[src/rtl/uart_rx_cmd_parser_if.sv]
// Byte-stream input and command handshake bundle for uart_rx_cmd_parser.
// master = UART receiver / system controller side, slave = the parser.
interface uart_rx_cmd_parser_if #(
  parameter int ADDR_W = 4
);
  logic [7:0]        rx_data;
  logic              rx_valid;
  logic              rx_par_err;
  logic              rx_stp_err;
  logic              cmd_valid;
  logic              cmd_ready;
  logic [1:0]        cmd_type;
  logic [ADDR_W-1:0] cmd_addr;
  logic [7:0]        cmd_wdata;
  logic [7:0]        cmd_op_a;
  logic [7:0]        cmd_op_b;
  logic [3:0]        cmd_fun;
  logic              frame_err;
  logic              unk_err;
  logic              ovr_err;

  modport master (
    output rx_data, rx_valid, rx_par_err, rx_stp_err, cmd_ready,
    input  cmd_valid, cmd_type, cmd_addr, cmd_wdata, cmd_op_a, cmd_op_b,
           cmd_fun, frame_err, unk_err, ovr_err
  );

  modport slave (
    input  rx_data, rx_valid, rx_par_err, rx_stp_err, cmd_ready,
    output cmd_valid, cmd_type, cmd_addr, cmd_wdata, cmd_op_a, cmd_op_b,
           cmd_fun, frame_err, unk_err, ovr_err
  );
endinterface

[src/rtl/uart_rx_cmd_parser.sv]
// Assembles UART bytes into command frames and issues them over valid/ready.
// Optional inter-byte timeout compiled in with `define UART_RX_CMD_TIMEOUT_EN.
//
// state    | meaning
// IDLE     | waiting for an opcode byte
// W_ADDR   | write frame, expecting address
// W_DATA   | write frame, expecting data
// R_ADDR   | read frame, expecting address
// A_OPA    | ALU frame, expecting operand A
// A_OPB    | ALU frame, expecting operand B
// A_FUN    | ALU frame, expecting function
// N_FUN    | operand-less ALU frame, expecting function
// ISSUE    | command held on cmd_* until accepted
module uart_rx_cmd_parser #(
  parameter int                ADDR_W = 4,
  parameter int                TO_W   = 16,
  parameter logic [TO_W-1:0]   TO_CYC = 16'd5000
) (
  input logic                  clk,
  input logic                  rst,
  uart_rx_cmd_parser_if.slave  io
);

  typedef enum logic [3:0] {
    S_IDLE, S_W_ADDR, S_W_DATA, S_R_ADDR,
    S_A_OPA, S_A_OPB, S_A_FUN, S_N_FUN, S_ISSUE
  } state_t;

  state_t            r_state, w_state_nxt;
  logic              r_cmd_valid, w_cmd_valid_nxt;
  logic [1:0]        r_cmd_type, w_cmd_type_nxt;
  logic [ADDR_W-1:0] r_cmd_addr, w_cmd_addr_nxt;
  logic [7:0]        r_cmd_wdata, w_cmd_wdata_nxt;
  logic [7:0]        r_cmd_op_a, w_cmd_op_a_nxt;
  logic [7:0]        r_cmd_op_b, w_cmd_op_b_nxt;
  logic [3:0]        r_cmd_fun, w_cmd_fun_nxt;
  logic              r_frame_err, w_frame_err_nxt;
  logic              r_unk_err, w_unk_err_nxt;
  logic              r_ovr_err, w_ovr_err_nxt;
  logic              w_take_op;
  logic              w_err;
  logic              w_to_hit;

  assign w_err = io.rx_par_err | io.rx_stp_err;

`ifdef UART_RX_CMD_TIMEOUT_EN
  logic [TO_W-1:0] r_to_cnt;
  logic            w_collect;

  assign w_collect = (r_state != S_IDLE) && (r_state != S_ISSUE);
  assign w_to_hit  = w_collect && (r_to_cnt == TO_CYC - 1'b1);

  always_ff @(posedge clk) begin
    if (rst) begin
      r_to_cnt <= '0;
    end else if (io.rx_valid || w_state_nxt == S_IDLE || w_state_nxt == S_ISSUE) begin
      r_to_cnt <= '0;
    end else if (w_collect) begin
      r_to_cnt <= r_to_cnt + 1'b1;
    end
  end
`else
  logic w_to_unused;
  assign w_to_unused = ^TO_CYC;
  assign w_to_hit    = 1'b0;
`endif

  always_ff @(posedge clk) begin
    if (rst) begin
      r_state     <= S_IDLE;
      r_cmd_valid <= 1'b0;
      r_cmd_type  <= '0;
      r_cmd_addr  <= '0;
      r_cmd_wdata <= '0;
      r_cmd_op_a  <= '0;
      r_cmd_op_b  <= '0;
      r_cmd_fun   <= '0;
      r_frame_err <= 1'b0;
      r_unk_err   <= 1'b0;
      r_ovr_err   <= 1'b0;
    end else begin
      r_state     <= w_state_nxt;
      r_cmd_valid <= w_cmd_valid_nxt;
      r_cmd_type  <= w_cmd_type_nxt;
      r_cmd_addr  <= w_cmd_addr_nxt;
      r_cmd_wdata <= w_cmd_wdata_nxt;
      r_cmd_op_a  <= w_cmd_op_a_nxt;
      r_cmd_op_b  <= w_cmd_op_b_nxt;
      r_cmd_fun   <= w_cmd_fun_nxt;
      r_frame_err <= w_frame_err_nxt;
      r_unk_err   <= w_unk_err_nxt;
      r_ovr_err   <= w_ovr_err_nxt;
    end
  end

  always_comb begin
    w_state_nxt     = r_state;
    w_cmd_valid_nxt = r_cmd_valid;
    w_cmd_type_nxt  = r_cmd_type;
    w_cmd_addr_nxt  = r_cmd_addr;
    w_cmd_wdata_nxt = r_cmd_wdata;
    w_cmd_op_a_nxt  = r_cmd_op_a;
    w_cmd_op_b_nxt  = r_cmd_op_b;
    w_cmd_fun_nxt   = r_cmd_fun;
    w_frame_err_nxt = 1'b0;
    w_unk_err_nxt   = 1'b0;
    w_ovr_err_nxt   = 1'b0;
    w_take_op       = 1'b0;

    case (r_state)
      S_IDLE: begin
        if (w_err)            w_frame_err_nxt = 1'b1;
        else if (io.rx_valid) w_take_op       = 1'b1;
      end
      S_ISSUE: begin
        // Handshake cycle doubles as an IDLE cycle so back-to-back frames lose nothing.
        if (io.cmd_ready) begin
          w_cmd_valid_nxt = 1'b0;
          w_state_nxt     = S_IDLE;
          w_take_op       = io.rx_valid;
        end else if (io.rx_valid) begin
          w_ovr_err_nxt = 1'b1;
        end
      end
      default: begin
        if (w_err || w_to_hit) begin
          w_state_nxt     = S_IDLE;
          w_frame_err_nxt = 1'b1;
        end else if (io.rx_valid) begin
          case (r_state)
            S_W_ADDR: begin
              w_cmd_addr_nxt = io.rx_data[ADDR_W-1:0];
              w_state_nxt    = S_W_DATA;
            end
            S_W_DATA: begin
              w_cmd_wdata_nxt = io.rx_data;
              w_cmd_valid_nxt = 1'b1;
              w_state_nxt     = S_ISSUE;
            end
            S_R_ADDR: begin
              w_cmd_addr_nxt  = io.rx_data[ADDR_W-1:0];
              w_cmd_valid_nxt = 1'b1;
              w_state_nxt     = S_ISSUE;
            end
            S_A_OPA: begin
              w_cmd_op_a_nxt = io.rx_data;
              w_state_nxt    = S_A_OPB;
            end
            S_A_OPB: begin
              w_cmd_op_b_nxt = io.rx_data;
              w_state_nxt    = S_A_FUN;
            end
            default: begin
              w_cmd_fun_nxt   = io.rx_data[3:0];
              w_cmd_valid_nxt = 1'b1;
              w_state_nxt     = S_ISSUE;
            end
          endcase
        end
      end
    endcase

    if (w_take_op) begin
      case (io.rx_data)
        8'hAA: begin w_cmd_type_nxt = 2'b00; w_state_nxt = S_W_ADDR; end
        8'hBB: begin w_cmd_type_nxt = 2'b01; w_state_nxt = S_R_ADDR; end
        8'hCC: begin w_cmd_type_nxt = 2'b10; w_state_nxt = S_A_OPA;  end
        8'hDD: begin w_cmd_type_nxt = 2'b11; w_state_nxt = S_N_FUN;  end
        default: w_unk_err_nxt = 1'b1;
      endcase
    end
  end

  assign io.cmd_valid = r_cmd_valid;
  assign io.cmd_type  = r_cmd_type;
  assign io.cmd_addr  = r_cmd_addr;
  assign io.cmd_wdata = r_cmd_wdata;
  assign io.cmd_op_a  = r_cmd_op_a;
  assign io.cmd_op_b  = r_cmd_op_b;
  assign io.cmd_fun   = r_cmd_fun;
  assign io.frame_err = r_frame_err;
  assign io.unk_err   = r_unk_err;
  assign io.ovr_err   = r_ovr_err;

endmodule

[src/flat_wrapper.sv]
// flat-port wrapper written by rule: the top's interface ports become plain ports
module uart_rx_cmd_parser_flat 
#(
  parameter int                ADDR_W = 4,
  parameter int                TO_W   = 16,
  parameter logic [TO_W-1:0]   TO_CYC = 16'd5000
)
  (clk, rst, io_rx_data, io_rx_valid, io_rx_par_err, io_rx_stp_err, io_cmd_ready, io_cmd_valid, io_cmd_type, io_cmd_addr, io_cmd_wdata, io_cmd_op_a, io_cmd_op_b, io_cmd_fun, io_frame_err, io_unk_err, io_ovr_err);
  uart_rx_cmd_parser_if #(.ADDR_W(ADDR_W)) io_i ();
  input logic clk;
  input logic rst;
  input wire logic [$bits(io_i.rx_data)-1:0] io_rx_data;
  input wire logic [$bits(io_i.rx_valid)-1:0] io_rx_valid;
  input wire logic [$bits(io_i.rx_par_err)-1:0] io_rx_par_err;
  input wire logic [$bits(io_i.rx_stp_err)-1:0] io_rx_stp_err;
  input wire logic [$bits(io_i.cmd_ready)-1:0] io_cmd_ready;
  output wire logic [$bits(io_i.cmd_valid)-1:0] io_cmd_valid;
  output wire logic [$bits(io_i.cmd_type)-1:0] io_cmd_type;
  output wire logic [$bits(io_i.cmd_addr)-1:0] io_cmd_addr;
  output wire logic [$bits(io_i.cmd_wdata)-1:0] io_cmd_wdata;
  output wire logic [$bits(io_i.cmd_op_a)-1:0] io_cmd_op_a;
  output wire logic [$bits(io_i.cmd_op_b)-1:0] io_cmd_op_b;
  output wire logic [$bits(io_i.cmd_fun)-1:0] io_cmd_fun;
  output wire logic [$bits(io_i.frame_err)-1:0] io_frame_err;
  output wire logic [$bits(io_i.unk_err)-1:0] io_unk_err;
  output wire logic [$bits(io_i.ovr_err)-1:0] io_ovr_err;
  assign io_i.rx_data = io_rx_data;
  assign io_i.rx_valid = io_rx_valid;
  assign io_i.rx_par_err = io_rx_par_err;
  assign io_i.rx_stp_err = io_rx_stp_err;
  assign io_i.cmd_ready = io_cmd_ready;
  assign io_cmd_valid = io_i.cmd_valid;
  assign io_cmd_type = io_i.cmd_type;
  assign io_cmd_addr = io_i.cmd_addr;
  assign io_cmd_wdata = io_i.cmd_wdata;
  assign io_cmd_op_a = io_i.cmd_op_a;
  assign io_cmd_op_b = io_i.cmd_op_b;
  assign io_cmd_fun = io_i.cmd_fun;
  assign io_frame_err = io_i.frame_err;
  assign io_unk_err = io_i.unk_err;
  assign io_ovr_err = io_i.ovr_err;
  uart_rx_cmd_parser #(.ADDR_W(ADDR_W), .TO_W(TO_W), .TO_CYC(TO_CYC)) u_core (.clk(clk), .rst(rst), .io(io_i));
endmodule
[config.mk]
export PLATFORM = sky130hd
export DESIGN_NAME = uart_rx_cmd_parser_flat
export DESIGN_NICKNAME = d
export VERILOG_FILES = /design/src/rtl/uart_rx_cmd_parser_if.sv /design/src/rtl/uart_rx_cmd_parser.sv /design/src/flat_wrapper.sv
export SDC_FILE = /design/constraint.sdc
export NUM_CORES = 1
export LEC_CHECK = 0
export BUFFER_PORTS_ARGS = -buffer_cell sky130_fd_sc_hd__buf_2
export CELL_PAD_IN_SITES_DETAIL_PLACEMENT = 0
export CELL_PAD_IN_SITES_GLOBAL_PLACEMENT = 1
export CORE_MARGIN = 2
export CORE_UTILIZATION = 37
export CTS_CLUSTER_SIZE = 8
export DETAILED_ROUTE_END_ITERATION = 10
export PLACE_DENSITY_LB_ADDON = 0.1
export SYNTH_ARGS = -nofsm -noshare
export SYNTH_HDL_FRONTEND = slang
export SYNTH_SLANG_ARGS = --single-unit
[constraint.sdc]
create_clock -name clk -period 2.35 [get_ports clk]
set_input_delay 0.47 -clock clk [delete_from_list [all_inputs] [get_ports clk]]
set_output_delay 0.47 -clock clk [all_outputs]
set_load 0.02 [all_outputs]
# ---- Yosys cells after proc, flatten, opt, wreduce, memory -nomap -nowiden
# Cells that the tools add are included.
dict set report op_classes {
  n_eq_ne 13
  magnitude_cmp 0
  div_mod_pow 0
  n_shift 0
  n_bitwise 7
  add_sub_neg 0
  muxes 19
  n_mul 0
  n_reduce_logical 18
}
# cell count
set ops {}
lappend ops {{$eq A8 B8 Y1 const B} 4}
lappend ops {{$reduce_and A4 Y1} 5}
lappend ops {{$mux W4} 4}
lappend ops {{$pmux W4 S4} 1}
lappend ops {{$pmux W4 S3} 1}
lappend ops {{$mux W1} 9}
lappend ops {{$eq A4 B2 Y1 const B} 2}
lappend ops {{$eq A4 B3 Y1 const B} 2}
lappend ops {{$pmux W2 S4} 1}
lappend ops {{$pmux W4 S2} 1}
lappend ops {{$reduce_or A2 Y1} 4}
lappend ops {{$not A1 Y1} 6}
lappend ops {{$reduce_or A3 Y1} 2}
lappend ops {{$reduce_and A5 Y1} 1}
lappend ops {{$reduce_or A5 Y1} 1}
lappend ops {{$eq A4 B1 Y1 const B} 1}
lappend ops {{$eq A4 B4 Y1 const B} 1}
lappend ops {{$logic_not A4 Y1} 1}
lappend ops {{$ne A2 B2 Y1 const B} 2}
lappend ops {{$pmux W1 S2} 2}
lappend ops {{$reduce_bool A4 Y1} 1}
lappend ops {{$reduce_or A4 Y1} 1}
lappend ops {{$ne A2 B1 Y1 const B} 1}
lappend ops {{$reduce_and A2 Y1} 1}
lappend ops {{other kinds (2)} 2}
dict set report totals {
  out_inout_bits 38
  ram_bits 0
  register_bits 42
  romBits 0
  memories 0
  elab_cells 68
  latchBits 0
}

# ---- Longest topological paths before layout
dict set report depth {
  word_depth 7
  mapped_depth 6
  mapped_depth_nobuf 4
}

# ---- Worst setup path after synthesis
# Ideal clock, no wire load.
dict set report synth_timing {
  path_type {input to register}
  from {in io_rx_valid}
  to {reg u_core.r_cmd_op_a[0], in the netlist u_core.io.cmd_op_a[0]}
  setup_slack_ns 0.339
  setup_ns 0.128
  arrival_ns 1.883
  path_stages 6
  cell_sequence {buf_4 > or4b_4 > or4b_1 > buf_6 > mux2i_1 > nor2_1}
}
dict set report synth_via {
  elab_chain_cells 1
}
# item line
set synth_rtl {}
lappend synth_rtl {{from (decl)} flat_wrapper.sv:13} ;# input wire logic [$bits(io_i.rx_valid)-1:0] io_rx_valid;
lappend synth_rtl {{$reduce_and A4 Y1 (no source line)} -}
lappend synth_rtl {{to (signal assigned)} uart_rx_cmd_parser.sv:87} ;# r_cmd_op_a <= w_cmd_op_a_nxt;
lappend synth_rtl {{to (decl)} uart_rx_cmd_parser.sv:34} ;# logic [7:0] r_cmd_op_a, w_cmd_op_a_nxt;
# Every way passes these cells.
# A chain may end at the register's enable or synchronous reset.

# ---- Worst setup path in the final report
dict set report layout_timing {
  from {reg u_core.r_state[3]}
  to {reg u_core.r_cmd_op_a[5], in the netlist u_core.io.cmd_op_a[5]}
}
dict set report layout_via {
  elab_chain_cells 4
  word_cells_on_any_way 6
}
# item line
set layout_rtl {}
lappend layout_rtl {{from (decl)} uart_rx_cmd_parser.sv:29} ;# state_t r_state, w_state_nxt;
lappend layout_rtl {{from (signal assigned)} uart_rx_cmd_parser.sv:82} ;# r_state <= w_state_nxt;
lappend layout_rtl {{$eq A4 B4 Y1 or $logic_not A4 Y1 (tied branches)} uart_rx_cmd_parser.sv:110} ;# case (r_state)
lappend layout_rtl {{$reduce_or A2 Y1 (no source line)} -}
lappend layout_rtl {{$not A1 Y1 (no source line)} -}
lappend layout_rtl {{$reduce_and A4 Y1 (no source line) (*)} -}
# Mark *: on every way between the ends. The rest lies on a longest branch, timed or not.

==> report_table.html <==
<table>
<tr><th>Metric</th><th>Value</th></tr>
<tr><th colspan="2">Status</th></tr>
<tr><td>Status</td><td>finished clean</td></tr>
<tr><th colspan="2">Min path</th></tr>
<tr><td>Worst Hold Class</td><td>in2reg</td></tr>
<tr><td>Cell depth of the worst min-delay path</td><td>2</td></tr>
<tr><td>Min-Delay Endpoint</td><td>u_core.io.ovr_err$_SDFF_PP0_</td></tr>
<tr><td>Startpoint of the most critical hold path</td><td>io_cmd_ready</td></tr>
<tr><th colspan="2">Logic synthesis</th></tr>
<tr><td>Sequential fraction of the synthesis area</td><td>between 40% and 50%</td></tr>
<tr><td>Number of different library cells in the post-synthesis netlist</td><td>35</td></tr>
<tr><td>Library cell occupying the most area in the post-synthesis netlist</td><td>dfxtp_1</td></tr>
<tr><td>Synthesized net count</td><td>188</td></tr>
<tr><td>Post-synthesis cell count</td><td>174</td></tr>
<tr><td>Average footprint of a synthesized cell</td><td>9.851 um2</td></tr>
<tr><td>FF+latch count, synth</td><td>42</td></tr>
<tr><td>Count of yosys warnings during synthesis</td><td>0</td></tr>
<tr><td>Area contributors post-synth</td><td>dfxtp_1 (49%), mux2i_1 (19%), nor2_1 (8.1%), nor4bb_1 (1.8%), clkbuf_1 (1.5%)</td></tr>
<tr><td>Fraction of post-synthesis cell area in the top cell type by area</td><td>49.05%</td></tr>
<tr><td>Synthesized area</td><td>1714 um2</td></tr>
<tr><th colspan="2">Finish</th></tr>
<tr><td>Final core utilization</td><td>48.72%</td></tr>
<tr><td>Commonest non-fill, non-tap cell in the layout</td><td>buf_2</td></tr>
<tr><td>Nets</td><td>243</td></tr>
<tr><td>Layout cell share with drive strength beyond 1</td><td>between 30% and 40%</td></tr>
<tr><td>Number of inserted diodes</td><td>0</td></tr>
<tr><td>Commonest cells after routing, fill and taps aside</td><td>buf_2 (51), dfxtp_1 (42), nor2_1 (37), mux2i_1 (32), buf_4 (9)</td></tr>
<tr><td>Area growth from synthesis to final layout</td><td>25.47%</td></tr>
<tr><th colspan="2">Clock tree</th></tr>
<tr><td>CTS tree</td><td>done</td></tr>
<tr><td>Root buf cell</td><td>clkbuf_8</td></tr>
<tr><td>H-tree levels</td><td>2</td></tr>
<tr><td>Clock Latency Late Sink</td><td>between 200 and 300 ps</td></tr>
<tr><td>Post-CTS setup repair buffer count</td><td>0</td></tr>
<tr><td>Total of cells resized after clock tree synthesis</td><td>0</td></tr>
<tr><td>Clock buffers created by TritonCTS</td><td>5</td></tr>
<tr><td>Number of hold buffers added after cts</td><td>0</td></tr>
<tr><td>Clock slew at reported path FFs</td><td>70 ps</td></tr>
<tr><td>Number of clock sinks</td><td>42</td></tr>
<tr><td>Maximum buffer depth of the clock tree</td><td>2</td></tr>
<tr><th colspan="2">Detailed routing</th></tr>
<tr><td>1st-iter DRT viols</td><td>49</td></tr>
<tr><td>Residual antenna-violating net count after detailed routing</td><td>0</td></tr>
<tr><td>Total wire length</td><td>4041 um</td></tr>
<tr><td>Detail-routed net length per standard cell</td><td>14.33 um</td></tr>
<tr><td>Number of search-and-repair iterations in the first detailed-routing pass</td><td>4</td></tr>
<tr><td>Via Count</td><td>1,443</td></tr>
<tr><td>Routed vias/inst</td><td>5.117</td></tr>
<tr><td>Count of unresolved DRC violations after routing</td><td>0</td></tr>
<tr><th colspan="2">Floorplanning</th></tr>
<tr><td>Rows</td><td>24</td></tr>
<tr><td>Number of top-level pins</td><td>52</td></tr>
<tr><td>Horizontal extent of the die</td><td>72.07 um</td></tr>
<tr><td>Area of the die</td><td>5193 um2</td></tr>
<tr><td>Initial cell density of the core</td><td>38.83%</td></tr>
<tr><td>Die height</td><td>72.07 um</td></tr>
<tr><td>Placeable core area</td><td>4414 um2</td></tr>
<tr><th colspan="2">Global routing</th></tr>
<tr><td>Number of global-route vias before repair</td><td>around 1,400</td></tr>
<tr><td>Overflow after GRT</td><td>0</td></tr>
<tr><td>Global-route wire length before repair</td><td>6548 um</td></tr>
<tr><td>Number of antenna violations at the first check in global routing</td><td>0</td></tr>
<tr><td>Global-route usage over all layers</td><td>between 10% and 20%</td></tr>
<tr><td>Pin count of the biggest net entering global routing</td><td>30</td></tr>
<tr><th colspan="2">Pwr</th></tr>
<tr><td>Maximum vdd ir drop</td><td>0.3640 mV</td></tr>
<tr><td>Combinational group share of total power</td><td>5.1%</td></tr>
<tr><td>P_int</td><td>approximately 1.1 mW</td></tr>
<tr><td>Areal power density over the cells</td><td>617.5 nW/um2</td></tr>
<tr><td>Proportion of total power due to net switching</td><td>between 20% and 30%</td></tr>
<tr><td>Leakage</td><td>around 1.1 nW</td></tr>
<tr><td>Clock share of power</td><td>41.2%</td></tr>
<tr><td>Switching power summed over all nets</td><td>between 0.2 and 0.3 mW</td></tr>
<tr><td>Share of total power in sequential cells</td><td>between 50% and 60%</td></tr>
<tr><th colspan="2">Placed design</th></tr>
<tr><td>Quantity of I/O buffers inserted on ports</td><td>51</td></tr>
<tr><td>RePlAce Congestion</td><td>0.7647</td></tr>
<tr><td>Post-detail-place hpwl</td><td>2941 um</td></tr>
<tr><th colspan="2">STA</th></tr>
<tr><td>Count of final hold-check violations</td><td>0</td></tr>
<tr><td>Max-slew violation count</td><td>0</td></tr>
<tr><td>Post-layout min period</td><td>2020 ps</td></tr>
<tr><td>RSZ-0062 raised after global routing</td><td>no</td></tr>
<tr><td>Setup Total Neg Slack</td><td>0 ps</td></tr>
<tr><td>Final critical-path share of the clock period</td><td>85.94%</td></tr>
<tr><td>Final Skew</td><td>approximately 4.7 ps</td></tr>
<tr><td>Max-Slew Margin vs Limit</td><td>73.23%</td></tr>
<tr><td>Transition time at the pin with the least slew margin</td><td>between 300 and 400 ps</td></tr>
<tr><td>Highest clock frequency the design can meet</td><td>0.4951 GHz</td></tr>
<tr><td>Number of failing setup endpoints in the final timing report</td><td>0</td></tr>
<tr><th colspan="2">Setup path</th></tr>
<tr><td>Arrival time of the worst setup path</td><td>2190 ps</td></tr>
<tr><td>End of the worst register-to-register path</td><td>u_core.io.cmd_op_a[5]$_SDFFE_PP0P_</td></tr>
<tr><td>Crit. Startpoint</td><td>u_core.r_state[3]$_SDFF_PP0_</td></tr>
<tr><td>Depth of the worst register-to-register path</td><td>5</td></tr>
<tr><td>R2R Path Start</td><td>u_core.r_state[3]$_SDFF_PP0_</td></tr>
<tr><td>Critical Path Source Type</td><td>flop</td></tr>
<tr><td>CP Max Fanout</td><td>11</td></tr>
<tr><td>Kind of end point of the critical path</td><td>flop</td></tr>
<tr><td>WP data required</td><td>2520 ps</td></tr>
<tr><td>Worst setup path category</td><td>reg2reg</td></tr>
<tr><td>FF-to-FF setup slack</td><td>330 ps</td></tr>
<tr><th colspan="2">Run</th></tr>
<tr><td>Max-Cap Viols</td><td>0</td></tr>
</table>
[power groups by stage]
| stage | Clock (mW) | Combinational [mW] | Sequential [mW] |
|---|---|---|---|
| floorplan | 0 | 0.0325 | 0.732 |
| global placement | 0 | 0.0658 | 0.730 |
| detailed placement | 0 | 0.0672 | 0.730 |
| CTS | 0.568 | 0.0673 | 0.713 |
| global route | 0.596 | 0.0736 | 0.713 |
| finish | 0.548 | 0.0673 | 0.713 |
[worst max-delay path by stage]
stage                                          to  cells past startpoint  slack [ps]
6_report       u_core.io.cmd_op_a[5]$_SDFFE_PP0P_                      5         330
5_1_grt        u_core.io.cmd_op_a[6]$_SDFFE_PP0P_                      5         250
4_1_cts        u_core.io.cmd_op_a[5]$_SDFFE_PP0P_                      5         330
3_5_place_dp   u_core.io.cmd_op_a[5]$_SDFFE_PP0P_                      6         180
3_3_place_gp   u_core.io.cmd_op_a[2]$_SDFFE_PP0P_                      6         230
2_1_floorplan  u_core.io.cmd_op_a[0]$_SDFFE_PP0P_                      6         340
[Yosys cell counts (all sizes together)]
| master | instances |
|---|---|
| a211o | 1 |
| a211oi | 3 |
| a21o | 1 |
| a21oi | 3 |
| a31oi | 1 |
| a32oi | 1 |
| buf | 5 |
| clkbuf | 7 |
| dfxtp | 42 |
| inv | 2 |
| mux2 | 2 |
| mux2i | 32 |
| nand2 | 7 |
| nand2b | 1 |
| nand3 | 2 |
| nand3b | 2 |
| nand4 | 2 |
| nor2 | 37 |
| nor2b | 3 |
| nor3 | 4 |
| nor4b | 2 |
| nor4bb | 3 |
| o2111ai | 1 |
| o21ai | 2 |
| o31ai | 1 |
| o41ai | 1 |
| or2 | 1 |
| or3 | 1 |
| or4b | 3 |
| xnor2 | 1 |
[final cells by class]
| cell class | count | area, um2 |
|---|---|---|
| clock buffers | 7 | 76.32 |
| clock inverters | 1 | 30.03 |
| fillers | 429 | 2263 |
| inverters | 2 | 7.507 |
| multi-input cells | 118 | 808.3 |
| flip-flops and latches | 42 | 840.8 |
| well taps | 52 | 65.06 |
| repair buffers | 60 | 322.8 |
[registers in the layout, summed over array words and instances (netlist names), 2 cells and up]
| name | cells |
|---|---|
| u_core.io.cmd_op_a | 8 |
| u_core.io.cmd_op_b | 8 |
| u_core.io.cmd_wdata | 8 |
| u_core.io.cmd_addr | 4 |
| u_core.io.cmd_fun | 4 |
| u_core.r_state | 4 |
| u_core.io.cmd_type | 2 |
[worst max-delay path, stage by stage (launching register included)]
cell	delay (ps)
dfxtp_1	410
or4b_4	590
or4b_1	480
buf_4	200
mux2i_1	160
nor2_1	60
[through the flow]
| stage | worst slack (ps) | hold slack, ps | cell area [um2] | power [mW] | cells |
|---|---|---|---|---|---|
| detailed placement | 177.7 | 452.6 | 2044 | 0.7969 | 274 |
| finish | 330.4 | 377.1 | 2151 | 1.328 | 282 |
| CTS | 331.5 | 361.5 | 2151 | 1.348 | 282 |
| global placement | 227.0 | 451.0 | 2044 | 0.7955 | 274 |
| floorplan | 339.0 | 498.8 | 1714 | 0.7645 | 174 |
| global route | 247.4 | 373.2 | 2151 | 1.383 | 282 |
[cells by family (layout without fill, tap and decap cells)]
group / after synthesis / after routing / synth area share (%)
buffers and inverters: 14 / 70 / 3.796
AOI/OAI and AO/OA: 15 / 15 / 6.059
muxes: 34 / 34 / 20.00
xor gates and xnor gates: 1 / 1 / 0.5110
DFF: 42 / 42 / 49.05
and+or+nand+nor: 68 / 68 / 20.58
[per-layer routing]
layer / wire length [um] / global-route usage [%]
met4: 73 / 7.338
met5: 0 / 0
met1: 1851 / 20.35
met3: 229 / 5.556
met2: 1886 / 25.69
Power figures use the tool's default switching activity.
